==> config.mk <==
export PLATFORM = sky130hd
export DESIGN_NAME = pwm_capture_flat
export DESIGN_NICKNAME = d
export VERILOG_FILES = /design/src/rtl/pwm_capture_if.sv /design/src/rtl/pwm_capture.sv /design/src/flat_wrapper.sv
export SDC_FILE = /design/constraint.sdc
export NUM_CORES = 1
export LEC_CHECK = 0
export CORE_UTILIZATION = 57
export DETAILED_ROUTE_END_ITERATION = 12
export GPL_TIMING_DRIVEN = 0
export PLACE_DENSITY = 0.78
export SYNTH_ARGS = -nofsm -noshare
export SYNTH_HDL_FRONTEND = slang
export SYNTH_SLANG_ARGS = --single-unit
==> constraint.sdc <==
create_clock -name clk -period 2.6 [get_ports clk]
set_input_delay 0.52 -clock clk [delete_from_list [all_inputs] [get_ports clk]]
set_output_delay 0.52 -clock clk [all_outputs]
set_load 0.1 [all_outputs]
==> src/rtl/pwm_capture_if.sv <==
`default_nettype none
// +--------------------------------------------------------------+
// | pwm_capture_if : PWM input and recovered-width result bundle |
// | Revision 1.0                                                 |
// +--------------------------------------------------------------+
interface pwm_capture_if;
  logic       pwm_in;
  logic [7:0] pw_out;
  logic       pw_valid;
  logic       frame_err;
  logic       locked;

  modport master (output pwm_in, input pw_out, pw_valid, frame_err, locked);
  modport slave  (input pwm_in, output pw_out, pw_valid, frame_err, locked);
endinterface
`default_nettype wire

==> src/rtl/pwm_capture.sv <==
`default_nettype none
// +--------------------------------------------------------------+
// | pwm_capture : recovers the 8-bit width of a 256-tick PWM     |
// | frame, flags bad frame periods and reports steady levels.    |
// | Revision 1.0                                                 |
// +--------------------------------------------------------------+
module pwm_capture #(
  parameter int PRESCALE      = 19,
  parameter int TIMEOUT_TICKS = 300
) (
  input  logic         clk,
  input  logic         rst,
  pwm_capture_if.slave bus
);
  localparam int                 PRESC_W        = $clog2(PRESCALE);
  localparam logic [PRESC_W-1:0] c_presc_last   = PRESC_W'(PRESCALE - 1);
  localparam logic [PRESC_W-1:0] c_presc_sample = PRESC_W'(PRESCALE / 2);
  localparam logic [8:0]         c_timeout      = 9'(TIMEOUT_TICKS);
  localparam logic [8:0]         c_win_lo       = 9'd254;
  localparam logic [8:0]         c_win_hi       = 9'd256;

  typedef enum logic [0:0] {
    ST_ARM  = 1'b0,
    ST_MEAS = 1'b1
  } state_t;

  logic               s1_q, s2_q, s3_q;
  logic [PRESC_W-1:0] presc_q, presc_d;
  logic [7:0]         hi_cnt_q, hi_cnt_d;
  logic [8:0]         period_cnt_q, period_cnt_d;
  state_t             state_q, state_d;
  logic [7:0]         pw_out_q, pw_out_d;
  logic               pw_valid_q, pw_valid_d;
  logic               frame_err_q, frame_err_d;
  logic               locked_q, locked_d;
  logic               w_rise;

  assign w_rise = s2_q & ~s3_q;

  always_comb begin
    presc_d      = presc_q;
    hi_cnt_d     = hi_cnt_q;
    period_cnt_d = period_cnt_q;
    state_d      = state_q;
    pw_out_d     = pw_out_q;
    pw_valid_d   = 1'b0;
    frame_err_d  = 1'b0;
    locked_d     = locked_q;

    if (presc_q == c_presc_last) begin
      presc_d = '0;
      if (period_cnt_q != 9'h1FF) period_cnt_d = period_cnt_q + 9'd1;
    end else begin
      presc_d = presc_q + PRESC_W'(1);
    end

    if (presc_q == c_presc_sample && s2_q && hi_cnt_q != 8'hFF)
      hi_cnt_d = hi_cnt_q + 8'd1;

    // A rise overrides both the free-running counts and any pending timeout.
    if (w_rise) begin
      presc_d      = '0;
      hi_cnt_d     = '0;
      period_cnt_d = '0;
      state_d      = ST_MEAS;
      if (state_q == ST_MEAS) begin
        if (period_cnt_q >= c_win_lo && period_cnt_q <= c_win_hi) begin
          pw_out_d   = hi_cnt_q;
          pw_valid_d = 1'b1;
          locked_d   = 1'b1;
        end else begin
          frame_err_d = 1'b1;
          locked_d    = 1'b0;
        end
      end
    end else if (period_cnt_q == c_timeout) begin
      presc_d      = '0;
      hi_cnt_d     = '0;
      period_cnt_d = '0;
      state_d      = ST_ARM;
      pw_out_d     = s2_q ? 8'hFF : 8'h00;
      pw_valid_d   = 1'b1;
      locked_d     = 1'b0;
    end
  end

  always_ff @(posedge clk or posedge rst) begin
    if (rst) begin
      s1_q         <= 1'b0;
      s2_q         <= 1'b0;
      s3_q         <= 1'b0;
      presc_q      <= '0;
      hi_cnt_q     <= '0;
      period_cnt_q <= '0;
      state_q      <= ST_ARM;
      pw_out_q     <= '0;
      pw_valid_q   <= 1'b0;
      frame_err_q  <= 1'b0;
      locked_q     <= 1'b0;
    end else begin
      s1_q         <= bus.pwm_in;
      s2_q         <= s1_q;
      s3_q         <= s2_q;
      presc_q      <= presc_d;
      hi_cnt_q     <= hi_cnt_d;
      period_cnt_q <= period_cnt_d;
      state_q      <= state_d;
      pw_out_q     <= pw_out_d;
      pw_valid_q   <= pw_valid_d;
      frame_err_q  <= frame_err_d;
      locked_q     <= locked_d;
    end
  end

  assign bus.pw_out    = pw_out_q;
  assign bus.pw_valid  = pw_valid_q;
  assign bus.frame_err = frame_err_q;
  assign bus.locked    = locked_q;
endmodule
`default_nettype wire
==> src/flat_wrapper.sv <==
// flat-port wrapper written by rule: the top's interface ports become plain ports
module pwm_capture_flat 
#(
  parameter int PRESCALE      = 19,
  parameter int TIMEOUT_TICKS = 300
)
  (clk, rst, bus_pwm_in, bus_pw_out, bus_pw_valid, bus_frame_err, bus_locked);
  pwm_capture_if bus_i ();
  input  logic clk;
  input  logic rst;
  input wire logic [$bits(bus_i.pwm_in)-1:0] bus_pwm_in;
  output wire logic [$bits(bus_i.pw_out)-1:0] bus_pw_out;
  output wire logic [$bits(bus_i.pw_valid)-1:0] bus_pw_valid;
  output wire logic [$bits(bus_i.frame_err)-1:0] bus_frame_err;
  output wire logic [$bits(bus_i.locked)-1:0] bus_locked;
  assign bus_i.pwm_in = bus_pwm_in;
  assign bus_pw_out = bus_i.pw_out;
  assign bus_pw_valid = bus_i.pw_valid;
  assign bus_frame_err = bus_i.frame_err;
  assign bus_locked = bus_i.locked;
  pwm_capture #(.PRESCALE(PRESCALE), .TIMEOUT_TICKS(TIMEOUT_TICKS)) u_core (.clk(clk), .rst(rst), .bus(bus_i));
endmodule
==> results.ini <==
[pwr]
leakage_nw=0.9649
intPower_mw=0.8090
p_comb_share_pct=10.4
p_seq_share_pct=58.3
p_sw_share_pct=26.39
clkPwrFrac_pct=31.3
power_density_mw_per_mm2=507.5
ir_worst_vdd_uv=369.3
power.switching_mw=0.2901

[drt]
antenna_left=0
vias=1446
routed_via_density=5.715
wl_per_cell_um=14.17
first_pass_iters=4
wl_mm=3.585
drc=0
drt_iter0_drc=67

[place]
post-place-ws_ns=0.4646
gp_congestion=0.8754
place_area_mm2=0.002096
port_buffers=13
hpwl_mm=2.569

[global_route]
grt_max_degree=38
grt_first_pass_wirelength_mm=6.154
grt_pass1_vias=1393
antenna_found_initial=0
grt_overflow_total=0
grt.total_usage_pct=23.46

[logic_synthesis]
yosys-top-cells-area=dfrtp_1 48%, ha_1 4.6%, mux2i_1 4.2%, inv_1 3.7%, a21oi_1 3.4%
ys_async_sr_fraction_pct=100.0
synth_top_area_cell=dfrtp_1
synth_top_area_share_pct=48.46
ys_seq_area_share_pct=48.46
syn_nets=198
netlist_top_cells_count=37 x dfrtp_1, 19 x inv_1, 13 x a21oi_1, 13 x nor2_1, 13 x o21ai_0
ys_ff_latch=37
ys.flop_type=dfrtp_1
yosysWarnings=0
synth_area_mm2=0.001911
syn-instance-count=188
synth_edf_count=0
avgSynthCellArea_um2=10.16
synth_cell_types=44
synth.most_common_cell=dfrtp_1

[die]
rows=20
start_util_pct=61.08
die_y_um=59.90
die_w_um=59.90
core_mm2=0.003128
pin_count=14
die_area_mm2=0.003587

[sta]
setup_slack_ns=0.2291
fin_crit_sh_pct=91.19
period_needed_ns=2.371
setup_viol=0
slew_violations=0
finalClockSkew_ns=0.004683
setup_tns_ns=0
rsz0062_at_grt=false
worst_pin_slew_ns=0.9748
slew-limit-headroom_pct=34.81
hold_violations=0
max_freq_mhz=421.8

[cts]
cts_max_path_buffers=2
insertion_delay_ns=0.34
cts_resized=0
cts_made_buffers=5
htree_levels=2
cts_tree=yes
cts_post_setup_buffers_inserted=0
path_clk_slew_ns=0.11
ctsHoldBuffers=0
ctsRootBufferMaster=clkbuf_4
cts.sinks=37

[status]
status=complete, no violations

[setup_path]
crit_path_top_delay_cell=clkdlybuf4s50_1
path_max_fanout=2
end_kind=output pin
critPathMaxStageDelay_ns=1.14
worstPathCellList=clkdlybuf4s50_1
cp-start-kind=register
crit_buf_inv=1
arrival_ns=1.85
crit_family=buffers and inverters
worstSetupPathType=register to output pin
cp_data_required_time_ns=2.08

[layout]
finalNetCount=218
num-fill-cells=267
drive_above_1_share_pct=10.05
multiInputGateArea_um2=877.1
final_area_mm2=0.002166
n_antenna_cell=0
seq_area_um2=925.9
syn2layout_area_growth_pct=13.36

[min_path]
hold_class=register to register

[job]
maxCapViolations=0

[per-layer routing]
layer	routed length, µm	up-vias	track usage [%]	share of wire [%]
met5	0	-	0	0
met4	27	0	9.635	0.75
met3	120	5	6.710	3.3
met2	1783	32	37.14	50
met1	1654	705	30.11	46
li1	-	704	-	-
[through the flow]
step	hold slack [ns]	power, mW	cells	util [%]
floorplan	0.3312	0.7323	188	-
global placement	0.3344	0.7568	245	67.00
detailed placement	0.3497	0.7680	245	67.00
CTS	0.3809	1.110	253	69.24
global route	0.3962	1.153	253	69.24
finish	0.3781	1.099	253	69.24
[cell usage in the layout (no fill, tap or decap), types with 2 or more instances in the layout]
| master | Yosys | routed |
|---|---|---|
| mux2i_1 | 8 | 8 |
| o41ai_1 | 3 | 3 |
| dfrtp_1 | 37 | 37 |
| clkbuf_8 | 0 | 2 |
| nand3_1 | 6 | 6 |
| nand4_1 | 3 | 3 |
| and4_1 | 2 | 2 |
| a21oi_1 | 13 | 13 |
| nor4_1 | 3 | 3 |
| o31ai_1 | 3 | 3 |
| clkdlybuf4s50_1 | 0 | 13 |
| nor3_1 | 2 | 2 |
| and3_1 | 2 | 2 |
| nand2_1 | 10 | 10 |
| xnor2_1 | 6 | 6 |
| nand2b_1 | 2 | 2 |
| nor2_1 | 13 | 13 |
| buf_2 | 2 | 2 |
| clkbuf_1 | 4 | 4 |
| or4_1 | 5 | 5 |
| inv_1 | 19 | 18 |
| a21o_1 | 2 | 2 |
| nor2b_1 | 2 | 2 |
| o21ai_0 | 13 | 13 |
| clkbuf_4 | 0 | 5 |
| ha_1 | 7 | 7 |
[cell families after synthesis]
kind of cell	Yosys count	synth area share, %
muxes	9	4.781
xor gates and xnor gates	7	3.209
AOI/OAI and AO/OA	38	12.97
and+or+nand+nor	64	20.37
DFF	37	48.46
adders and majority gates	7	4.584
buffers and inverters	26	5.632
[sequential cells by signal, indices dropped and copies added (netlist names), 5 cells and up]
signal and count:
u_core.bus.pw_out 8, u_core.hi_cnt_q 8, u_core.presc_q 5, u_core.period_cnt_q 9
[area by class of cell]
type,instances,share of cell area (%)
repair buffers,13,6.008
multi-input cells,125,40.50
flip-flops and latches,37,42.75
clock buffers,7,3.004
well taps,44,2.542
plain buffers,7,1.675
inverters,19,3.293
clock inverters,1,0.2311
[power by group through the flow]
stage	Combinational, mW	Sequential (mW)	Clock, mW
2_1_floorplan	0.0847	0.648	0
3_3_place_gp	0.109	0.648	0
3_5_place_dp	0.115	0.653	0
4_1_cts	0.116	0.641	0.352
5_1_grt	0.133	0.646	0.374
6_report	0.114	0.641	0.344
[worst paths after layout]
kind	startpoint	to	slack (ns)	cells past startpoint
min in group asynchronous	rst	u_core.presc_q[0]	0.62	2
worst max register to register	u_core.period_cnt_q[2]	u_core.period_cnt_q[0]	0.57	8
worst min-delay path	u_core.s1_q	u_core.s2_q	0.38	0
worst min register to register	u_core.s1_q	u_core.s2_q	0.38	0
max in group asynchronous	rst	u_core.hi_cnt_q[6]	1.51	2
worst max-delay path	u_core.bus.pw_out[7]	bus_pw_out[7]	0.23	1
No activity file was read; power rests on OpenSTA's default activity.
==> patch (same settings) <==
`PRESCALE` is set to 19 in 2 places; all go to 38.
--- a/src/rtl/pwm_capture.sv
+++ b/src/rtl/pwm_capture.sv
@@ -7,3 +7,3 @@
 module pwm_capture #(
-  parameter int PRESCALE      = 19,
+  parameter int PRESCALE      = 38,
   parameter int TIMEOUT_TICKS = 300
--- a/src/flat_wrapper.sv
+++ b/src/flat_wrapper.sv
@@ -3,3 +3,3 @@
 #(
-  parameter int PRESCALE      = 19,
+  parameter int PRESCALE      = 38,
   parameter int TIMEOUT_TICKS = 300
Check against the original RTL: no difference found for any inputs over 10 cycles, from zero or initial values and one cycle with rst high; that may be too few to reach the edited logic, so the function may still have changed.
==> patch against the original RTL <==
- routed wire length is 11% lower
- sequential power rose by 0.6%
- sequential share of layout area rose by 1.3 points
- area after synthesis is 0.65% lower
- via count down 9.5%
- sequential cell count rose by 1
- setup slack worse by 1.7 ps
- count of clock-buffer cells in the layout decreased by 2
- die area decreased by 0.63%
- final area is 0.23% lower
- power grew 1.7%
==> patch: results <==
export IMPL_synth_xor_xnor_area_share_pct=7.844
export IMPL_detailed_place_hpwl_microns=2323
export IMPL_yosysSeqAreaShare_pct=50.10
export IMPL_post_synthesis_cells=182
export IMPL_global_route_usage_total_pct=21.32
export IMPL_global_route_usage_met2_pct=32.70
export IMPL_static_leakage_power_uw=0.0009147
export IMPL_globalRouteMet3Util_pct=7.143
export IMPL_worst_r2r_cell_count=10
export IMPL_outcome="finished, final reports clean"
export IMPL_detail_route_wirelength_microns=3200
export IMPL_gp_congestion=0.8522
export IMPL_p_clk_uw=386
export IMPL_yosysUniqueCellTypes=38
export IMPL_route_layer_met1_wl_microns=1520
export IMPL_synth_fa_ha_area_share_pct=3.955
export IMPL_ys_top_cells_by_area="sky130_fd_sc_hd__dfrtp_1, sky130_fd_sc_hd__mux2i_1, sky130_fd_sc_hd__nor2_1"
export IMPL_hold_worst_slack_ps=362.2
export IMPL_postCtsSetupBuffers=0
export IMPL_wire_length_of_the_first_global_routing_pass_microns=5478
export IMPL_max_vdd_ir_drop_mv=0.4649
export IMPL_achievable_frequency_mhz=421.5
export IMPL_drive_above_1_share_pct=12.32
export IMPL_seq_cell_power_uw=645
export IMPL_dpl_cell_area_sq_um=2083
export IMPL_critPathLaunch="u_core.bus.locked$_DFFE_PP0P_"
export IMPL_p_per_area_nw_per_um2=517.2
export IMPL_preCtsSetupSlack_ps=439.7
export IMPL_synth_compound_area_share_pct=7.844
export IMPL_grt_max_degree=39
export IMPL_grt_use_met1_pct=27.62
export IMPL_post_synthesis_mux_area_share_pct=5.801
export IMPL_drt_iter0_drc=55
export IMPL_ctsResizeCount=0
export IMPL_cp_endpoint="bus_locked"
export IMPL_final_cells=247
export IMPL_rrSetupSlack_ps=490
export IMPL_met3_wirelength_microns=114
export IMPL_drv_slew=0
export IMPL_routed_via_count=1308
export IMPL_placedCellCount=239
export IMPL_synthesis_nets=191
export IMPL_clk_pin_slew_worst_paths_ps=110
export IMPL_slew_at_the_pin_with_the_worst_max_slew_slack_ps=965.0
export IMPL_fin_nets=211
export IMPL_leading_cell_types_by_count_after_synthesis="sky130_fd_sc_hd__dfrtp_1, sky130_fd_sc_hd__nor2_1, sky130_fd_sc_hd__inv_1"
==> patch: changes by cell type in the layout (fill, tap and decap cells not counted), moves of 3 or more <==
cell                      before  now
sky130_fd_sc_hd__a21oi_1      13    2
sky130_fd_sc_hd__inv_1        18   13
sky130_fd_sc_hd__mux2i_1       8   11
sky130_fd_sc_hd__nand2_1      10   13
sky130_fd_sc_hd__nor2_1       13   26
sky130_fd_sc_hd__o21ai_0      13   10
sky130_fd_sc_hd__or4_1         5    0
sky130_fd_sc_hd__xnor2_1       6   10
sky130_fd_sc_hd__xor2_1        1    7
==> patch: layout make-up <==
cell class	instances	area [sq um]
Clock inverter	3	40.04
Fill cell	271	942.2
Inverter	14	52.55
Tap cell	44	55.05
Sequential cell	38	950.9
Timing Repair Buffer	13	130.1
Multi-Input combinational cell	124	860.8
Buffer	6	33.78
Clock buffer	5	37.54
